`config.mk`:
```
export PLATFORM = sky130hd
export DESIGN_NAME = ex_lsu_req_unit_flat
export DESIGN_NICKNAME = d
export VERILOG_FILES = /design/src/rtl/ex_lsu_req_unit_if.sv /design/src/rtl/ex_lsu_req_unit.sv /design/src/flat_wrapper.sv
export SDC_FILE = /design/constraint.sdc
export NUM_CORES = 1
export LEC_CHECK = 0
export ABC_AREA = 1
export BUFFER_PORTS_ARGS = -buffer_cell sky130_fd_sc_hd__buf_2
export CAP_MARGIN = 0
export CORE_MARGIN = 2
export CORE_UTILIZATION = 30
export CTS_CLUSTER_SIZE = 8
export DETAILED_ROUTE_END_ITERATION = 8
export PLACE_DENSITY = 0.6
export SETUP_SLACK_MARGIN = 0.02
export SLEW_MARGIN = 15
export SYNTH_ARGS = -nofsm -noshare
export SYNTH_HDL_FRONTEND = slang
export SYNTH_SLANG_ARGS = --single-unit
```
`constraint.sdc`:
```
create_clock -name clk -period 2.5 [get_ports clk]
set_input_delay 0.375 -clock clk [delete_from_list [all_inputs] [get_ports clk]]
set_output_delay 0.375 -clock clk [all_outputs]
set_load 0.05 [all_outputs]
```
`src/rtl/ex_lsu_req_unit_if.sv`:
```
// Data SRAM request bus between the EX-stage LSU front end (master) and memory (slave).
// Valid/ready: a request transfers on a cycle with data_sram_req & data_sram_addr_ok; the master keeps addr/wr/wstrb/size/wdata stable while req is high.
interface ex_lsu_req_unit_if;
  logic        data_sram_req;
  logic        data_sram_wr;
  logic [3:0]  data_sram_wstrb;
  logic [1:0]  data_sram_size;
  logic [31:0] data_sram_addr;
  logic [31:0] data_sram_wdata;
  logic        data_sram_addr_ok;
  logic        data_sram_data_ok;

  modport master (
    output data_sram_req, data_sram_wr, data_sram_wstrb, data_sram_size,
    output data_sram_addr, data_sram_wdata,
    input  data_sram_addr_ok, data_sram_data_ok
  );

  modport slave (
    input  data_sram_req, data_sram_wr, data_sram_wstrb, data_sram_size,
    input  data_sram_addr, data_sram_wdata,
    output data_sram_addr_ok, data_sram_data_ok
  );
endinterface

```
`src/rtl/ex_lsu_req_unit.sv`:
```
// EX-stage load/store request front end: registers one op, translates it (direct/DMW/TLB),
// raises alignment/TLB exceptions, issues it on the data SRAM bus and tracks in-flight requests.
module ex_lsu_req_unit #(
  parameter  int N_DMW     = 2,
  parameter  int MAX_OUTST = 2,
  localparam int CNT_W     = $clog2(MAX_OUTST + 1)
) (
  input  logic                 clk,
  input  logic                 resetn,
  // Valid/ready: an op is accepted on a cycle with in_valid & in_ready; in_ready depends only on state.
  input  logic                 in_valid,
  output logic                 in_ready,
  input  logic [31:0]          in_vaddr,
  input  logic                 in_is_load,
  input  logic                 in_is_store,
  input  logic [1:0]           in_size,
  input  logic [31:0]          in_wdata,
  input  logic                 flush,
  input  logic [1:0]           crmd_plv,
  input  logic                 csr_direct,
  input  logic [1:0]           crmd_datm,
  input  logic [3*N_DMW-1:0]   dmw_vseg,
  input  logic [3*N_DMW-1:0]   dmw_pseg,
  input  logic [N_DMW-1:0]     dmw_plv0,
  input  logic [N_DMW-1:0]     dmw_plv3,
  input  logic [2*N_DMW-1:0]   dmw_mat,
  output logic [18:0]          s1_vppn,
  output logic                 s1_va_bit12,
  input  logic                 s1_found,
  input  logic                 s1_v,
  input  logic                 s1_d,
  input  logic [19:0]          s1_ppn,
  input  logic [5:0]           s1_ps,
  input  logic [1:0]           s1_plv,
  input  logic [1:0]           s1_mat,
  ex_lsu_req_unit_if.master    sram,
  output logic [1:0]           datm,
  output logic                 resp_valid,
  output logic                 exc_valid,
  output logic [5:0]           exc_vec,
  output logic [31:0]          exc_badv,
  output logic [CNT_W-1:0]     outst_cnt,
  output logic                 dbg_state
);

  typedef enum logic {S_IDLE = 1'b0, S_ISSUE = 1'b1} state_t;

  state_t          state, state_nxt;
  logic [31:0]     op_vaddr;
  logic            op_load, op_store;
  logic [1:0]      op_size;
  logic [31:0]     op_wdata;
  logic [CNT_W-1:0] cancel_cnt, outst_nxt;

  logic            addr_ok, data_ok, issue, req, accept;
  logic            ale, dmw_hit, exc_any;
  logic [2:0]      dmw_pseg_sel;
  logic [1:0]      dmw_mat_sel, xlat_mat;
  logic [31:0]     xlat_paddr;
  logic [5:0]      vec;

  assign addr_ok = sram.data_sram_addr_ok;
  assign data_ok = sram.data_sram_data_ok;
  assign issue   = (state == S_ISSUE);
  // An op offered in a flush cycle is handshaken but dropped with the rest of the pipeline.
  assign accept  = in_valid && in_ready && !flush;

  // Translation and exception checks, all from the held op.
  always_comb begin
    ale = ((op_size == 2'd1) && op_vaddr[0]) || ((op_size == 2'd2) && (op_vaddr[1:0] != 2'b00));

    dmw_hit      = 1'b0;
    dmw_pseg_sel = 3'd0;
    dmw_mat_sel  = 2'd0;
    for (int i = N_DMW - 1; i >= 0; i--) begin
      if ((dmw_vseg[3*i +: 3] == op_vaddr[31:29]) &&
          ((dmw_plv0[i] && (crmd_plv == 2'd0)) || (dmw_plv3[i] && (crmd_plv == 2'd3)))) begin
        dmw_hit      = 1'b1;
        dmw_pseg_sel = dmw_pseg[3*i +: 3];
        dmw_mat_sel  = dmw_mat[2*i +: 2];
      end
    end

    if (csr_direct) begin
      xlat_paddr = op_vaddr;
      xlat_mat   = crmd_datm;
    end else if (dmw_hit) begin
      xlat_paddr = {dmw_pseg_sel, op_vaddr[28:0]};
      xlat_mat   = dmw_mat_sel;
    end else begin
      xlat_paddr = (s1_ps == 6'd21) ? {s1_ppn[19:9], op_vaddr[20:0]} : {s1_ppn, op_vaddr[11:0]};
      xlat_mat   = s1_mat;
    end

    // Priority-encoded so exactly one cause bit is ever set.
    vec = 6'b000000;
    if (ale)                          vec = 6'b100000;
    else if (!csr_direct && !dmw_hit) begin
      if (!s1_found)                  vec = 6'b010000;
      else if (!s1_v)                 vec = {2'b00, op_load, op_store, 2'b00};
      else if (crmd_plv > s1_plv)     vec = 6'b000010;
      else if (op_store && !s1_d)     vec = 6'b000001;
    end
    exc_any = (vec != 6'b000000);
  end

  // State register.
  always_ff @(posedge clk or negedge resetn) begin
    if (!resetn) state <= S_IDLE;
    else         state <= state_nxt;
  end

  // Next-state logic.
  always_comb begin
    state_nxt = state;
    case (state)
      S_IDLE:  if (accept) state_nxt = S_ISSUE;
      S_ISSUE: if (flush || exc_any || (req && addr_ok)) state_nxt = S_IDLE;
      default: state_nxt = S_IDLE;
    endcase
  end

  // Outputs. req does not look at flush: an addr_ok taken in the flush cycle is a real
  // memory transaction and is counted as cancelled instead.
  always_comb begin
    in_ready  = (state == S_IDLE);
    dbg_state = state;
    req       = issue && !exc_any && (outst_cnt < CNT_W'(MAX_OUTST));
    exc_valid = issue && exc_any && !flush;
    exc_vec   = exc_valid ? vec : 6'b000000;
    exc_badv  = exc_valid ? op_vaddr : 32'd0;
    s1_vppn     = op_vaddr[31:13];
    s1_va_bit12 = op_vaddr[12];
    datm        = issue ? xlat_mat : 2'd0;
    resp_valid  = data_ok && (cancel_cnt == '0) && !flush;

    sram.data_sram_req   = req;
    sram.data_sram_wr    = issue && op_store;
    sram.data_sram_size  = issue ? op_size : 2'd0;
    sram.data_sram_addr  = issue ? xlat_paddr : 32'd0;
    sram.data_sram_wstrb = 4'b0000;
    sram.data_sram_wdata = 32'd0;
    if (issue && op_store) begin
      case (op_size)
        2'd0: begin
          sram.data_sram_wstrb = 4'b0001 << op_vaddr[1:0];
          sram.data_sram_wdata = {4{op_wdata[7:0]}};
        end
        2'd1: begin
          sram.data_sram_wstrb = op_vaddr[1] ? 4'b1100 : 4'b0011;
          sram.data_sram_wdata = {2{op_wdata[15:0]}};
        end
        default: begin
          sram.data_sram_wstrb = 4'b1111;
          sram.data_sram_wdata = op_wdata;
        end
      endcase
    end
  end

  assign outst_nxt = outst_cnt + CNT_W'(req && addr_ok) - CNT_W'(data_ok);

  // Held op and in-flight / cancelled counters.
  always_ff @(posedge clk or negedge resetn) begin
    if (!resetn) begin
      op_vaddr   <= 32'd0;
      op_load    <= 1'b0;
      op_store   <= 1'b0;
      op_size    <= 2'd0;
      op_wdata   <= 32'd0;
      outst_cnt  <= '0;
      cancel_cnt <= '0;
    end else begin
      if (accept) begin
        op_vaddr <= in_vaddr;
        op_load  <= in_is_load;
        op_store <= in_is_store;
        op_size  <= in_size;
        op_wdata <= in_wdata;
      end
      outst_cnt <= outst_nxt;
      if (flush)                            cancel_cnt <= outst_nxt;
      else if (data_ok && cancel_cnt != '0) cancel_cnt <= cancel_cnt - CNT_W'(1);
    end
  end

  a_no_orphan_data_ok: assert property (@(posedge clk) disable iff (!resetn)
    data_ok |-> (outst_cnt != '0));

endmodule

```
`src/flat_wrapper.sv`:
```
// flat-port wrapper written by rule: the top's interface ports become plain ports
module ex_lsu_req_unit_flat 
#(
  parameter  int N_DMW     = 2,
  parameter  int MAX_OUTST = 2,
  localparam int CNT_W     = $clog2(MAX_OUTST + 1)
)
  (clk, resetn, in_valid, in_ready, in_vaddr, in_is_load, in_is_store, in_size, in_wdata, flush, crmd_plv, csr_direct, crmd_datm, dmw_vseg, dmw_pseg, dmw_plv0, dmw_plv3, dmw_mat, s1_vppn, s1_va_bit12, s1_found, s1_v, s1_d, s1_ppn, s1_ps, s1_plv, s1_mat, datm, resp_valid, exc_valid, exc_vec, exc_badv, outst_cnt, dbg_state, sram_data_sram_req, sram_data_sram_wr, sram_data_sram_wstrb, sram_data_sram_size, sram_data_sram_addr, sram_data_sram_wdata, sram_data_sram_addr_ok, sram_data_sram_data_ok);
  ex_lsu_req_unit_if sram_i ();
  input  logic clk;
  input  logic resetn;
  input  logic in_valid;
  output logic in_ready;
  input  logic [31:0] in_vaddr;
  input  logic in_is_load;
  input  logic in_is_store;
  input  logic [1:0] in_size;
  input  logic [31:0] in_wdata;
  input  logic flush;
  input  logic [1:0] crmd_plv;
  input  logic csr_direct;
  input  logic [1:0] crmd_datm;
  input  logic [3*N_DMW-1:0] dmw_vseg;
  input  logic [3*N_DMW-1:0] dmw_pseg;
  input  logic [N_DMW-1:0] dmw_plv0;
  input  logic [N_DMW-1:0] dmw_plv3;
  input  logic [2*N_DMW-1:0] dmw_mat;
  output logic [18:0] s1_vppn;
  output logic s1_va_bit12;
  input  logic s1_found;
  input  logic s1_v;
  input  logic s1_d;
  input  logic [19:0] s1_ppn;
  input  logic [5:0] s1_ps;
  input  logic [1:0] s1_plv;
  input  logic [1:0] s1_mat;
  output logic [1:0] datm;
  output logic resp_valid;
  output logic exc_valid;
  output logic [5:0] exc_vec;
  output logic [31:0] exc_badv;
  output logic [CNT_W-1:0] outst_cnt;
  output logic dbg_state;
  output wire logic [$bits(sram_i.data_sram_req)-1:0] sram_data_sram_req;
  output wire logic [$bits(sram_i.data_sram_wr)-1:0] sram_data_sram_wr;
  output wire logic [$bits(sram_i.data_sram_wstrb)-1:0] sram_data_sram_wstrb;
  output wire logic [$bits(sram_i.data_sram_size)-1:0] sram_data_sram_size;
  output wire logic [$bits(sram_i.data_sram_addr)-1:0] sram_data_sram_addr;
  output wire logic [$bits(sram_i.data_sram_wdata)-1:0] sram_data_sram_wdata;
  input wire logic [$bits(sram_i.data_sram_addr_ok)-1:0] sram_data_sram_addr_ok;
  input wire logic [$bits(sram_i.data_sram_data_ok)-1:0] sram_data_sram_data_ok;
  assign sram_data_sram_req = sram_i.data_sram_req;
  assign sram_data_sram_wr = sram_i.data_sram_wr;
  assign sram_data_sram_wstrb = sram_i.data_sram_wstrb;
  assign sram_data_sram_size = sram_i.data_sram_size;
  assign sram_data_sram_addr = sram_i.data_sram_addr;
  assign sram_data_sram_wdata = sram_i.data_sram_wdata;
  assign sram_i.data_sram_addr_ok = sram_data_sram_addr_ok;
  assign sram_i.data_sram_data_ok = sram_data_sram_data_ok;
  ex_lsu_req_unit #(.N_DMW(N_DMW), .MAX_OUTST(MAX_OUTST)) u_core (.clk(clk), .resetn(resetn), .in_valid(in_valid), .in_ready(in_ready), .in_vaddr(in_vaddr), .in_is_load(in_is_load), .in_is_store(in_is_store), .in_size(in_size), .in_wdata(in_wdata), .flush(flush), .crmd_plv(crmd_plv), .csr_direct(csr_direct), .crmd_datm(crmd_datm), .dmw_vseg(dmw_vseg), .dmw_pseg(dmw_pseg), .dmw_plv0(dmw_plv0), .dmw_plv3(dmw_plv3), .dmw_mat(dmw_mat), .s1_vppn(s1_vppn), .s1_va_bit12(s1_va_bit12), .s1_found(s1_found), .s1_v(s1_v), .s1_d(s1_d), .s1_ppn(s1_ppn), .s1_ps(s1_ps), .s1_plv(s1_plv), .s1_mat(s1_mat), .sram(sram_i), .datm(datm), .resp_valid(resp_valid), .exc_valid(exc_valid), .exc_vec(exc_vec), .exc_badv(exc_badv), .outst_cnt(outst_cnt), .dbg_state(dbg_state));
endmodule
```
==> run summary <==
Clock Sink Count = 73
critical path's largest stage delay = 0.43 ns
Die X-Extent = 127.0 µm
Initial Util = 0.3097
main combinational cell family by area after synthesis = simple AND/OR/NAND/NOR gates
total grt overflow = 0
share of layout cells above drive strength 1 = 0.5356
yosys warns = 0
Least-Margin Pin Slew = 0.9689 ns
leakage power = 3.954 nW
Cell Pwr Density = 740.1 nW/µm²
GRT Util Overall = 0.1956
Async SR Flop Fraction = 1.000
Num CTS Buffers = 9
Crit. End Element = primary output
Reg power frac = 0.289
Antenna Violating Nets Remaining = 0
achievable frequency = 376.2 MHz
per-cell routed wire length = 15.59 µm
crit-path cells = inv_2 > nand2_1 > nand2_1 > nor2_1 > nand3_1 > nand2_2 > nor2_4 > nand2_2 > nand2_2 > nor2_4 > inv_4 > nand2_8 > clkbuf_16 > nor2_4 > buf_6
# setup viols final = 48
synth cell count leaders = nor2_1 (94), inv_1 (86), a21oi_1 (76)
Final Hold Fails = 0
gpl congestion = 0.8292
Final #Nets = 1004
Post-Synthesis Cells = 582
DP HPWL = 11910 µm
flop2flop setup slack = 0.07 ns
Switching Power = 2.527 mW
Critical Path Source = u_core.op_vaddr[29]$_DFFE_PN0P_
Max Fanout on Critical Path = 8
final instance area = 7457 µm²
Synth Area in Compound Gates = 0.1628
top cells by area, synth = dfrtp_1 (40%), a21oi_1 (8.4%), nor2_1 (7.8%), inv_1 (7.1%), mux2_2 (6.0%)
final slew viol count = 0
Seq cells post-synth = 73
post-route setup slack = -0.1584 ns
clk_lat worst skew = 0.34 ns
Min Hold Slack = 0.1860 ns
Syn Std Cell Area = 4536 µm²
Mean Syn Cell Area = 7.793 µm²
Logic pwr share = 0.486
core region area = 14640 µm²
initial antenna violation count = 0
routed vias = 4926
slowest library cell on the worst path = dfrtp_1
first-pass GRT wire length = 24740 µm
Min-Delay Path Class = in -> async
starting DRC count in detailed routing = 162
start of the worst register-to-register path = u_core.op_vaddr[29]$_DFFE_PN0P_
Routed WL = 16460 µm
Sw Ratio = 0.4578
most numerous cell in the Yosys netlist = nor2_1
CTS Root Buffer Type = clkbuf_16
startpoint types = flop
critical path type = reg -> out
Yosys cell types = 39
cell taking the most area after synthesis = dfrtp_1
final worst path period share = 1.063
Post-synth EDFFs = 0
Diodes inserted = 0
Worst Skew = 0.005375 ns
top-level port count = 270
adder-cell area share of the yosys netlist = 0.01379
# DRC = 0
die area = 16120 µm²
DRT Pass-1 Iters = 4
CTS tree = built
Critical Path RT = 2.12 ns
P_int = 2.992 mW
post-synthesis sequential area ratio = 0.4028
placed inst area = 6260 µm²
H-tree lvl count = 3
Top FF cell, synth = dfrtp_1
maxcap violations = 0
Worst EP arrival = 2.28 ns
num rows = 44
via/cell ratio = 4.665
vias in the first global route = 4759
RSZ-0062 raised after global routing = yes
largest net degree at the start of global routing = 74
Yosys top cell area share = 0.4028
failing checks = setup timing
minimum clock period = 2.658 ns
crit path buf inv count = 4
Longest Clk Path Bufs = 2
top cell family by delay on the critical path = simple AND/OR/NAND/NOR gates
status = finished with violations
Synth Area in Simple Gates = 0.2052
VDD IR-drop max = 0.5308 mV
cts hold-fix bufs = 0
mux contribution to synthesized area = 0.06841
clock slew at reported path FFs = 0.06 ns
# port buffers = 269
die height = 127.0 µm
clock power share = 0.225
post-synth net total = 719
Syn-to-layout area delta = 64.41%
Slew HR = 0.3541
XOR/XNOR share of the synthesized area = 0.005793
==> cell families after synthesis <==
family / Yosys count
adders and majority gates: 5
DFF: 73
muxes: 28
xor gates and xnor gates: 3
and+or+nand+nor: 195
AOI/OAI and AO/OA: 137
buffers and inverters: 141
==> what timing repair did <==
item | CTS | global route
gates resized for setup | 147 | 54
setup endpoints to repair | 62 | 64
buffers inserted | 9 | 7
gates cloned | 1 | 4
pin swaps | 8 | 9
==> cell usage in the layout (no fill, tap or decap), types with 12 or more instances in the layout <==
master       n
clkbuf_16   12
a21oi_2     13
buf_4       51
inv_1       84
nor2_1      73
a21oi_1     60
dfrtp_1     73
o21ai_0     26
nor2_4      34
mux2_2      24
buf_6       48
nor2_2      12
nand2_1     45
buf_2      206
==> final timing paths <==
path / to / depth (start not counted)
worst max-delay path: exc_badv[22] / 15
worst min-delay path: u_core.op_wdata[10]$_DFFE_PN0P_ / 1
worst max register to register: u_core.cancel_cnt[1]$_DFFE_PN0P_ / 20
worst min register to register: u_core.op_wdata[19]$_DFFE_PN0P_ / 1
max in group asynchronous: u_core.op_vaddr[26]$_DFFE_PN0P_ / 1
min in group clk: u_core.op_wdata[11]$_DFFE_PN0P_ / 2
==> sequential cells by signal, indices dropped and copies added (netlist names) <==
signal             count
u_core.op_vaddr       32
u_core.dbg_state       1
u_core.op_load         1
u_core.op_wdata       32
u_core.outst_cnt       2
u_core.cancel_cnt      2
u_core.op_size         2
u_core.op_store        1
==> through the flow <==
stage | setup TNS [ns] | util | setup WS [ns] | total power [mW] | instances
after detailed placement | -2.520 | 0.4275 | -0.1101 | 3.971 | 1019
after global placement | -1.772 | 0.4275 | -0.1165 | 3.948 | 1019
final | -5.928 | 0.5092 | -0.1584 | 5.519 | 1056
after floorplan | -1.326 | - | -0.1694 | 3.362 | 582
after CTS | -5.482 | 0.4839 | -0.1808 | 5.429 | 1045
after global routing | -16.31 | 0.5092 | -0.3360 | 5.830 | 1056
==> cell type report <==
cell class / count / area, µm²
Clock buffer: 11 / 242.7
Clock inverter: 5 / 38.79
Fill cell: 1405 / 7187
Inverter: 95 / 369.1
Multi-Input combinational cell: 368 / 2485
Sequential cell: 73 / 1827
Tap cell: 184 / 230.2
Timing Repair Buffer: 320 / 2265
==> power by group through the flow <==
| stage | Clock, mW | Combinational, mW | Sequential (mW) |
|---|---|---|---|
| floorplan | 0 | 1.72 | 1.64 |
| global placement | 0 | 2.35 | 1.60 |
| detailed placement | 0 | 2.36 | 1.61 |
| CTS | 1.29 | 2.55 | 1.59 |
| global route | 1.34 | 2.87 | 1.62 |
| finish | 1.24 | 2.68 | 1.59 |
==> routing by layer <==
| layer | vias up | track usage | wire length, µm |
|---|---|---|---|
| met2 | 215 | 0.3368 | 8208 |
| met3 | 24 | 0.07381 | 1537 |
| met5 | - | 0 | 0 |
| met1 | 2266 | 0.2206 | 6288 |
| li1 | 2421 | - | - |
| met4 | 0 | 0.07304 | 425 |
Power figures use the tool's default switching activity.
